$ cat src/rtl/tremolo_lfo_pkg.sv
// Shared types and constants for the tremolo LFO and its sub-blocks.
package tremolo_pkg;

    // Width of the attenuation index handed to the shift table.
    localparam int COUNTER_WIDTH = 3;

    // Triangle generator states: parked, ramping up, ramping down.
    typedef enum logic [1:0] {
        IDLE = 2'd0,
        RISE = 2'd1,
        FALL = 2'd2
    } lfo_state_t;

endpackage

$ cat src/rtl/tremolo_lfo_if.sv
// Sample stream bus between the upstream source, the LFO and the shift table.
interface tremolo_lfo_if #(
    parameter int DATA_WIDTH = 32
);
    import tremolo_pkg::*;

    logic                     s_valid;
    logic [DATA_WIDTH-1:0]    x_in;
    logic                     m_valid;
    logic [DATA_WIDTH-1:0]    x_out;
    logic [COUNTER_WIDTH-1:0] counter;
    logic                     en_out;

    // Sample source side: drives input samples, observes the annotated output.
    modport master (
        output s_valid, x_in,
        input  m_valid, x_out, counter, en_out
    );

    // LFO side: consumes input samples, produces the annotated output.
    modport slave (
        input  s_valid, x_in,
        output m_valid, x_out, counter, en_out
    );

endinterface

$ cat src/rtl/tremolo_lfo_prescaler.sv
// Sample-counting prescaler: emits a one-cycle step after every (rate+1)
// counted samples. A clear forces the count back to zero, but a sample
// arriving in the same cycle is still counted from zero, so the first
// sample after enabling is the first one of the period.
module tremolo_prescaler #(
    parameter int RATE_WIDTH = 16
) (
    input  logic                  clk,
    input  logic                  rst_n,
    input  logic                  clear,
    input  logic                  count,
    input  logic [RATE_WIDTH-1:0] rate,
    output logic                  step
);

    logic [RATE_WIDTH-1:0] presc_q;
    logic [RATE_WIDTH-1:0] presc_d;
    logic [RATE_WIDTH-1:0] presc_base;

    // Next count; >= so a rate lowered below the current count wraps at once.
    always_comb begin
        presc_base = clear ? '0 : presc_q;
        presc_d    = presc_base;
        step       = 1'b0;
        if (count) begin
            if (presc_base >= rate) begin
                presc_d = '0;
                step    = 1'b1;
            end else begin
                presc_d = presc_base + {{(RATE_WIDTH-1){1'b0}}, 1'b1};
            end
        end
    end

    // Count register.
    always_ff @(posedge clk or negedge rst_n) begin
        if (!rst_n) begin
            presc_q <= '0;
        end else begin
            presc_q <= presc_d;
        end
    end

endmodule

$ cat src/rtl/tremolo_lfo.sv
// Triangle LFO for the tremolo path. Each input sample is registered and
// emitted one clock later together with the attenuation index that was
// current when it arrived and the enable that was present with it.
module tremolo_lfo
    import tremolo_pkg::*;
#(
    parameter int DATA_WIDTH = 32,
    parameter int RATE_WIDTH = 16
) (
    input  logic                     clk,
    input  logic                     rst_n,
    input  logic                     en,
    input  logic [RATE_WIDTH-1:0]    rate,
    input  logic [COUNTER_WIDTH-1:0] depth,
    tremolo_lfo_if.slave             bus
);

    lfo_state_t               state_q, state_d;
    logic [COUNTER_WIDTH-1:0] phase_q, phase_d;
    logic [COUNTER_WIDTH:0]   phase_inc;
    logic [COUNTER_WIDTH-1:0] phase_dec;
    logic                     step;
    logic                     presc_clear;

    logic                     m_valid_q, m_valid_d;
    logic [DATA_WIDTH-1:0]    x_out_q, x_out_d;
    logic [COUNTER_WIDTH-1:0] counter_q, counter_d;
    logic                     en_out_q, en_out_d;

    // The prescaler is held at zero while parked or disabled.
    assign presc_clear = (state_q == IDLE) || !en;

    tremolo_prescaler #(
        .RATE_WIDTH (RATE_WIDTH)
    ) u_prescaler (
        .clk   (clk),
        .rst_n (rst_n),
        .clear (presc_clear),
        .count (bus.s_valid && en),
        .rate  (rate),
        .step  (step)
    );

    assign phase_inc = {1'b0, phase_q} + {{COUNTER_WIDTH{1'b0}}, 1'b1};
    assign phase_dec = phase_q - {{(COUNTER_WIDTH-1){1'b0}}, 1'b1};

    // Triangle sequencing. Leaving IDLE costs no step, so a step arriving in
    // the same cycle as the enable is applied as the first rising step.
    always_comb begin
        state_d = state_q;
        phase_d = phase_q;
        if (!en) begin
            state_d = IDLE;
            phase_d = '0;
        end else begin
            if (state_q == IDLE) begin
                state_d = RISE;
            end
            if (step) begin
                if (depth == '0) begin
                    phase_d = '0;
                    state_d = RISE;
                end else if (phase_q > depth) begin
                    // Depth was lowered under the current phase: snap to apex.
                    phase_d = depth;
                    state_d = FALL;
                end else if (state_d == RISE) begin
                    phase_d = phase_inc[COUNTER_WIDTH-1:0];
                    if (phase_inc >= {1'b0, depth}) begin
                        state_d = FALL;
                    end
                end else begin
                    phase_d = phase_dec;
                    if (phase_dec == '0) begin
                        state_d = RISE;
                    end
                end
            end
        end
    end

    // Output capture: outputs only change on a sample and hold otherwise.
    always_comb begin
        m_valid_d = bus.s_valid;
        x_out_d   = x_out_q;
        counter_d = counter_q;
        en_out_d  = en_out_q;
        if (bus.s_valid) begin
            x_out_d   = bus.x_in;
            counter_d = en ? phase_q : '0;
            en_out_d  = en;
        end
    end

    // State and output registers; reset drops any sample in flight.
    always_ff @(posedge clk or negedge rst_n) begin
        if (!rst_n) begin
            state_q   <= IDLE;
            phase_q   <= '0;
            m_valid_q <= 1'b0;
            x_out_q   <= '0;
            counter_q <= '0;
            en_out_q  <= 1'b0;
        end else begin
            state_q   <= state_d;
            phase_q   <= phase_d;
            m_valid_q <= m_valid_d;
            x_out_q   <= x_out_d;
            counter_q <= counter_d;
            en_out_q  <= en_out_d;
        end
    end

    assign bus.m_valid = m_valid_q;
    assign bus.x_out   = x_out_q;
    assign bus.counter = counter_q;
    assign bus.en_out  = en_out_q;

endmodule

$ cat src/flat_wrapper.sv
// flat-port wrapper written by rule: the top's interface ports become plain ports
module tremolo_lfo_flat import tremolo_pkg::*;
#(
    parameter int DATA_WIDTH = 32,
    parameter int RATE_WIDTH = 16
)
  (clk, rst_n, en, rate, depth, bus_s_valid, bus_x_in, bus_m_valid, bus_x_out, bus_counter, bus_en_out);
  tremolo_lfo_if #(.DATA_WIDTH(DATA_WIDTH)) bus_i ();
  input  logic clk;
  input  logic rst_n;
  input  logic en;
  input  logic [RATE_WIDTH-1:0] rate;
  input  logic [COUNTER_WIDTH-1:0] depth;
  input wire logic [$bits(bus_i.s_valid)-1:0] bus_s_valid;
  input wire logic [$bits(bus_i.x_in)-1:0] bus_x_in;
  output wire logic [$bits(bus_i.m_valid)-1:0] bus_m_valid;
  output wire logic [$bits(bus_i.x_out)-1:0] bus_x_out;
  output wire logic [$bits(bus_i.counter)-1:0] bus_counter;
  output wire logic [$bits(bus_i.en_out)-1:0] bus_en_out;
  assign bus_i.s_valid = bus_s_valid;
  assign bus_i.x_in = bus_x_in;
  assign bus_m_valid = bus_i.m_valid;
  assign bus_x_out = bus_i.x_out;
  assign bus_counter = bus_i.counter;
  assign bus_en_out = bus_i.en_out;
  tremolo_lfo #(.DATA_WIDTH(DATA_WIDTH), .RATE_WIDTH(RATE_WIDTH)) u_core (.clk(clk), .rst_n(rst_n), .en(en), .rate(rate), .depth(depth), .bus(bus_i));
endmodule
$ cat config.mk
export PLATFORM = sky130hd
export DESIGN_NAME = tremolo_lfo_flat
export DESIGN_NICKNAME = d
export VERILOG_FILES = /design/src/rtl/tremolo_lfo_pkg.sv /design/src/rtl/tremolo_lfo_if.sv /design/src/rtl/tremolo_lfo_prescaler.sv /design/src/rtl/tremolo_lfo.sv /design/src/flat_wrapper.sv
export SDC_FILE = /design/constraint.sdc
export NUM_CORES = 1
export LEC_CHECK = 0
export BUFFER_PORTS_ARGS = -buffer_cell sky130_fd_sc_hd__buf_4
export CORE_AREA = 2 2 79 81
export CTS_CLUSTER_DIAMETER = 50
export DETAILED_ROUTE_END_ITERATION = 6
export DIE_AREA = 0 0 81 83
export PLACE_DENSITY = 0.91
export SYNTH_ARGS = -nofsm -noshare
export SYNTH_HDL_FRONTEND = slang
export SYNTH_SLANG_ARGS = --single-unit
$ cat constraint.sdc
create_clock -name clk -period 7.91 [get_ports clk]
set_clock_uncertainty 0.2 [all_clocks]
set_input_delay 1.582 -clock clk [delete_from_list [all_inputs] [get_ports clk]]
set_output_delay 1.582 -clock clk [all_outputs]
set_load 0.02 [all_outputs]
### Word-level counts from Yosys, hierarchy flattened

Cells that the tools add are included.
Widths: inputs -> output; s select.

* add/subtract/negate cells: 3
* magnitude comparators: 3
* equal/unequal tests: 2
* multiplexer cells: 20
* reduce and logical (&&, ||, !) cells: 6

Operators by type and width (count)
* $mux 16: 3
* $mux 2: 9
* $mux 3: 6
* $add 16x1->16 const B: 1
* $ge 16x16->1: 1
* $logic_not 3->1: 2
* $add 3x1->4 const B: 1
* $ge 4x3->1: 1
* $gt 3x3->1: 1
* $sub 3x1->3 const B: 1
* $eq 2x1->1 const B: 1
* $logic_not 2->1: 1
* $mux 1: 2
* $ne 2x1->1 const B: 1
* $logic_and 1x1->1: 1
* $logic_not 1->1: 1
* $logic_or 1x1->1: 1

* register bits: 58
* input bits: 55
* output and inout bits: 37
* logic and storage cells: 41

### Longest topological paths before layout

* depth after elaboration: 9
* gate-level depth with buffers: 13
* depth with buffers taken out: 10

### By module

Synthesis repeated with hierarchy kept, for this count alone.

* cells, all modules: 293
* area total of the unflattened synthesis: 3270.6 um2

Modules (own cells, without submodules)
* tremolo_lfo: times used 1, cells an instance 145, area an instance 1960.6 um2, seq. area each 1051.0 um2
* tremolo_prescaler: times used 1, cells an instance 148, area an instance 1310.0 um2, seq. area each 400.4 um2

### Least setup slack after synthesis

OpenSTA, ideal clock, no wires.

* path kind: input-to-reg
* start: in en
* end: reg u_core.state_q[1]
* setup time: 0.122 ns
* data arrival time: 3.772 ns
* data required time: 7.588 ns
* path slack: 3.816 ns
* cell stages on the path: 11
* buffers on the path: 2
* path through: buf_4 -> clkbuf_1 -> o21ai_0 -> nor2_1 -> ha_1 -> and4_1 -> nand4_1 -> a2111oi_2 -> a211oi_2 -> or3b_1 -> a32o_1

* longest elaborated chain between the ends: 8
* elaborated cells between the ends (all ways): 9
* classes of those cells: order compare: 1; mux: 5; reduce/logical: 3

Ends and longest elaborated chain
* start, declared: RTL line flat_wrapper.sv:11 `input logic en;`
* $logic_not 1->1: RTL line tremolo_lfo.sv:31 `assign presc_clear = (state_q == IDLE) || !en;`
* $logic_or 1x1->1: RTL line tremolo_lfo.sv:31
* $mux 16: RTL line tremolo_lfo_prescaler.sv:22 `presc_base = clear ? '0 : presc_q;`
* $ge 16x16->1: RTL line tremolo_lfo_prescaler.sv:26 `if (presc_base >= rate) begin`
* $mux 1: RTL line tremolo_lfo_prescaler.sv:26
* $mux 1: RTL line tremolo_lfo_prescaler.sv:25 `if (count) begin`
* $mux 2: RTL line tremolo_lfo.sv:59 `if (step) begin`
* $mux 2 *: RTL line tremolo_lfo.sv:52 `if (!en) begin`
* via u_core.state_d[1]: RTL line tremolo_lfo.sv:18 `lfo_state_t state_q, state_d;`
* end signal, assigned: RTL line tremolo_lfo.sv:105 `state_q <= state_d;`
* end, declared: RTL line tremolo_lfo.sv:18

Mark *: on every way through the listed nets, which the timed path passes. The rest lies on a longest branch.
A chain may end at the register's enable or synchronous reset.

### Worst setup path after layout

Same ends and word-level chain as after synthesis.

==> impl_summary.txt <==
----------------------------------------------------
[Timing]
  Setup total negative slack ... 0 ns
  Max-slew violations ... 0
  Worst slew margin relative to its limit ... 52.2%
  RSZ-0062 raised after global routing ... false
  Time the final worst path needs with I/O delays and setup ... 3.81 ns
  F_max ... 262 MHz
  Worst Tran Pin Value ... 0.717 ns
  Final critical-path share of the clock period ... 48.2%
  Count of final setup violators ... 0
  Final hold violation count ... 0

[Yosys]
  Synth Area per Inst ... 10.8 µm²
  Portion of the post-synthesis area used by sequential elements ... 44.9%
  Synthesis-stage register bit count ... 58
  Number of synthesis warnings ... 0
  Number of synthesized flops with an enable pin ... 0
  Top flip-flop cell by instance count after synthesis ... sky130_fd_sc_hd__dfrtp_1
  Nets in the synthesized netlist ... 378
  Ranking of synthesized cells by instance count ... 58 x sky130_fd_sc_hd__dfrtp_1, 32 x sky130_fd_sc_hd__mux2_2, 30 x sky130_fd_sc_hd__inv_1
  Cell Area, Synth ... 3230 µm²
  Top area cells in the synthesized netlist ... sky130_fd_sc_hd__dfrtp_1 45%, sky130_fd_sc_hd__mux2_2 11%, sky130_fd_sc_hd__ha_1 9.7%
  Library cell with the highest instance count after synthesis ... sky130_fd_sc_hd__dfrtp_1
  Share of async-settable or async-resettable flops after synthesis ... 100%
  Synth top area share ... 44.9%
  Count of different cell masters after synthesis ... 49
  Post-synthesis instance total ... 298
  Cell taking the most area after synthesis ... sky130_fd_sc_hd__dfrtp_1

[Power and ir drop]
  Peak VDD IR ... 0.135 mV
  Net switching power figure ... 0.190 mW
  Clock network power share ... 36.1%
  Internal power contribution ... 0.503 mW
  PwrDens ... 168 nW/µm²
  Combinational group share of total power ... 17.0%
  Total Power ... 0.693 mW
  Switching share of power ... 27.4%
  Static power due to leakage ... 2.06 nW
  Power share of the sequential group ... 47.0%

[Clocking]
  Root Buffer Master ... sky130_fd_sc_hd__clkbuf_8
  Register clock-pin slew on the reported worst setup and hold paths ... 0.06 ns
  H-tree lvl count ... 3
  Number of gates resized after cts ... 0
  CTS Sinks ... 58
  Latest clock arrival within the worst-skew pair ... 0.35 ns
  CTS Buffer Depth ... 2
  Number of buffers inserted to repair setup after CTS ... 0
  Hold Buf Count CTS ... 0
  Clock tree from TritonCTS ... yes
  Total CTS buffers ... 9

[Global routing]
  Global-route congestion overflow total ... 0
  Pin count of the biggest net entering global routing ... 59
  First-pass GRT wire length ... 12.1 mm
  Overall fraction of global-route tracks in use ... 23.4%
  Initial antenna violation count ... 0
  Via count of the first global-routing pass ... 2,593

[Route]
  Initial drt markers ... 200
  Detailed-route via count ... 2,504
  Via/cell ratio ... 5.34
  Average routed wire per standard cell ... 15.5 µm
  DRC violation count after routing ... 0
  Antenna Nets Post-Route ... 0
  WL final ... 7.27 mm
  First-pass DRT Iterations ... 4

[Finish]
  Share of layout cells above drive strength 1 ... 38.3%
  Antenna diode count ... 0
  Post-synthesis to final-layout area growth ... 28.0%
  Fill cell instance count of the final layout ... 452
  Final instance area ... 4140 µm²
  Final layout net count ... 469

[Setup path]
  Critical path fanouts, max ... 17
  Arrival time worst endpoint ... 3.84 ns
  Worst R2R Setup Slack ... 4.75 ns
  Crit end category ... flip-flop
  Classification of the worst setup path ... in2reg
  Category of the worst setup path launch point ... primary input
  Required time worst endpoint ... 7.94 ns

[Floorplanning]
  I/O Pins ... 92
  Overall die width ... 81 µm
  Area enclosed by the die boundary ... 6720 µm²
  Starting utilization of the core area ... 55.6%
  Vertical die dimension ... 83 µm
  Standard cell core area ... 5820 µm²
  Row cnt ... 28

[Worst hold path]
  Path type of the worst min-delay path ... reg2reg

[Placed design]
  Count of input and output buffers ... 91
  Placed instance area ... 3960 µm²
  Routability Congestion ... 0.836
  HPWL reported at the end of detailed placement ... 5.32 mm

[Run]
  Reported max-cap violation count ... 0

[Run status]
  Status ... complete, no violations

----------------------------------------------------
-- per-stage QoR --
step           worst slack (ns)  util (%)  hold slack [ns]  cells
4_1_cts                    4.11      71.1            0.313    469
6_report                   4.10      71.1            0.311    469
3_3_place_gp               3.82      68.0            0.292    453
3_5_place_dp               3.76      68.0            0.297    453
5_1_grt                    3.87      71.1            0.328    469
2_1_floorplan              3.82         -            0.333    298
-- worst max-delay path, stage by stage --
cell	delay, ns
sky130_fd_sc_hd__buf_4	0.17
sky130_fd_sc_hd__o21a_4	0.19
sky130_fd_sc_hd__and2_2	0.22
sky130_fd_sc_hd__ha_1	0.31
sky130_fd_sc_hd__and4_1	0.23
sky130_fd_sc_hd__nand4_1	0.11
sky130_fd_sc_hd__a2111oi_2	0.25
sky130_fd_sc_hd__a211oi_2	0.12
sky130_fd_sc_hd__or3b_1	0.38
sky130_fd_sc_hd__a32o_1	0.27
-- power by group through the flow --
stage / Clock [mW] / Combinational (mW) / Sequential (mW)
finish: 0.250 / 0.118 / 0.326
global route: 0.268 / 0.127 / 0.327
CTS: 0.256 / 0.119 / 0.326
detailed placement: 0 / 0.118 / 0.330
global placement: 0 / 0.115 / 0.329
floorplan: 0 / 0.0348 / 0.350
-- path summary, 6_finish.rpt --
path | startpoint | end | cells after the start
min in group asynchronous | rst_n | u_core.bus.x_out[23] | 1
worst min register to register | u_core.bus.x_out[30] | u_core.bus.x_out[30] | 1
worst max register to register | u_core.state_q[1] | u_core.state_q[1] | 9
worst max-delay path | en | u_core.state_q[1] | 10
max in group asynchronous | rst_n | u_core.bus.x_out[11] | 1
worst min-delay path | u_core.bus.x_out[30] | u_core.bus.x_out[30] | 1
-- sequential cells by signal, summed over array words and instances, names as in the netlist --
signal                      flops
u_core.bus.x_out               32
u_core.u_prescaler.presc_q     16
u_core.bus.counter              3
u_core.phase_q                  3
u_core.state_q                  2
u_core.bus.en_out               1
u_core.bus.m_valid              1
-- kinds of logic after synthesis --
group	after synthesis	share of synthesized area [%]
AO/OA/AOI/OAI	39	9.25
flip-flops	58	44.9
XOR/XNOR	17	4.61
AND/OR/NAND/NOR	80	13.4
multiplexers	38	13.0
adder cells (fa/ha/maj)	25	9.68
buffers and inverters	41	5.15
-- per-layer routing --
layer  routed length [µm]  global-route usage, %
met2                 3610                   37.2
met3                  603                   7.61
met4                  150                   10.2
met5                    0                      0
met1                 2910                   28.8
-- layout by cell type (no fill, tap or decap), types with 8 or more instances in the layout --
cell type	n
sky130_fd_sc_hd__nand3_1	12
sky130_fd_sc_hd__o21ai_0	9
sky130_fd_sc_hd__mux2_2	32
sky130_fd_sc_hd__inv_1	30
sky130_fd_sc_hd__xnor2_1	8
sky130_fd_sc_hd__nor2_1	12
sky130_fd_sc_hd__and2_1	10
sky130_fd_sc_hd__nand2_1	17
sky130_fd_sc_hd__ha_1	25
sky130_fd_sc_hd__clkbuf_8	11
sky130_fd_sc_hd__xor2_1	9
sky130_fd_sc_hd__dfrtp_1	58
sky130_fd_sc_hd__buf_4	91
-- layout make-up --
cell class	instances	area (µm²)	area share, %
multi-input combinational	199	1610	39.0
sequential	58	1450	35.1
timing repair buffer	91	683	16.5
clock buffer	12	155	3.75
inverter	30	113	2.72
tap	75	93.8	2.27
clock inverter	4	26.3	0.635
Note: power is estimated with default switching activity, not from simulation.
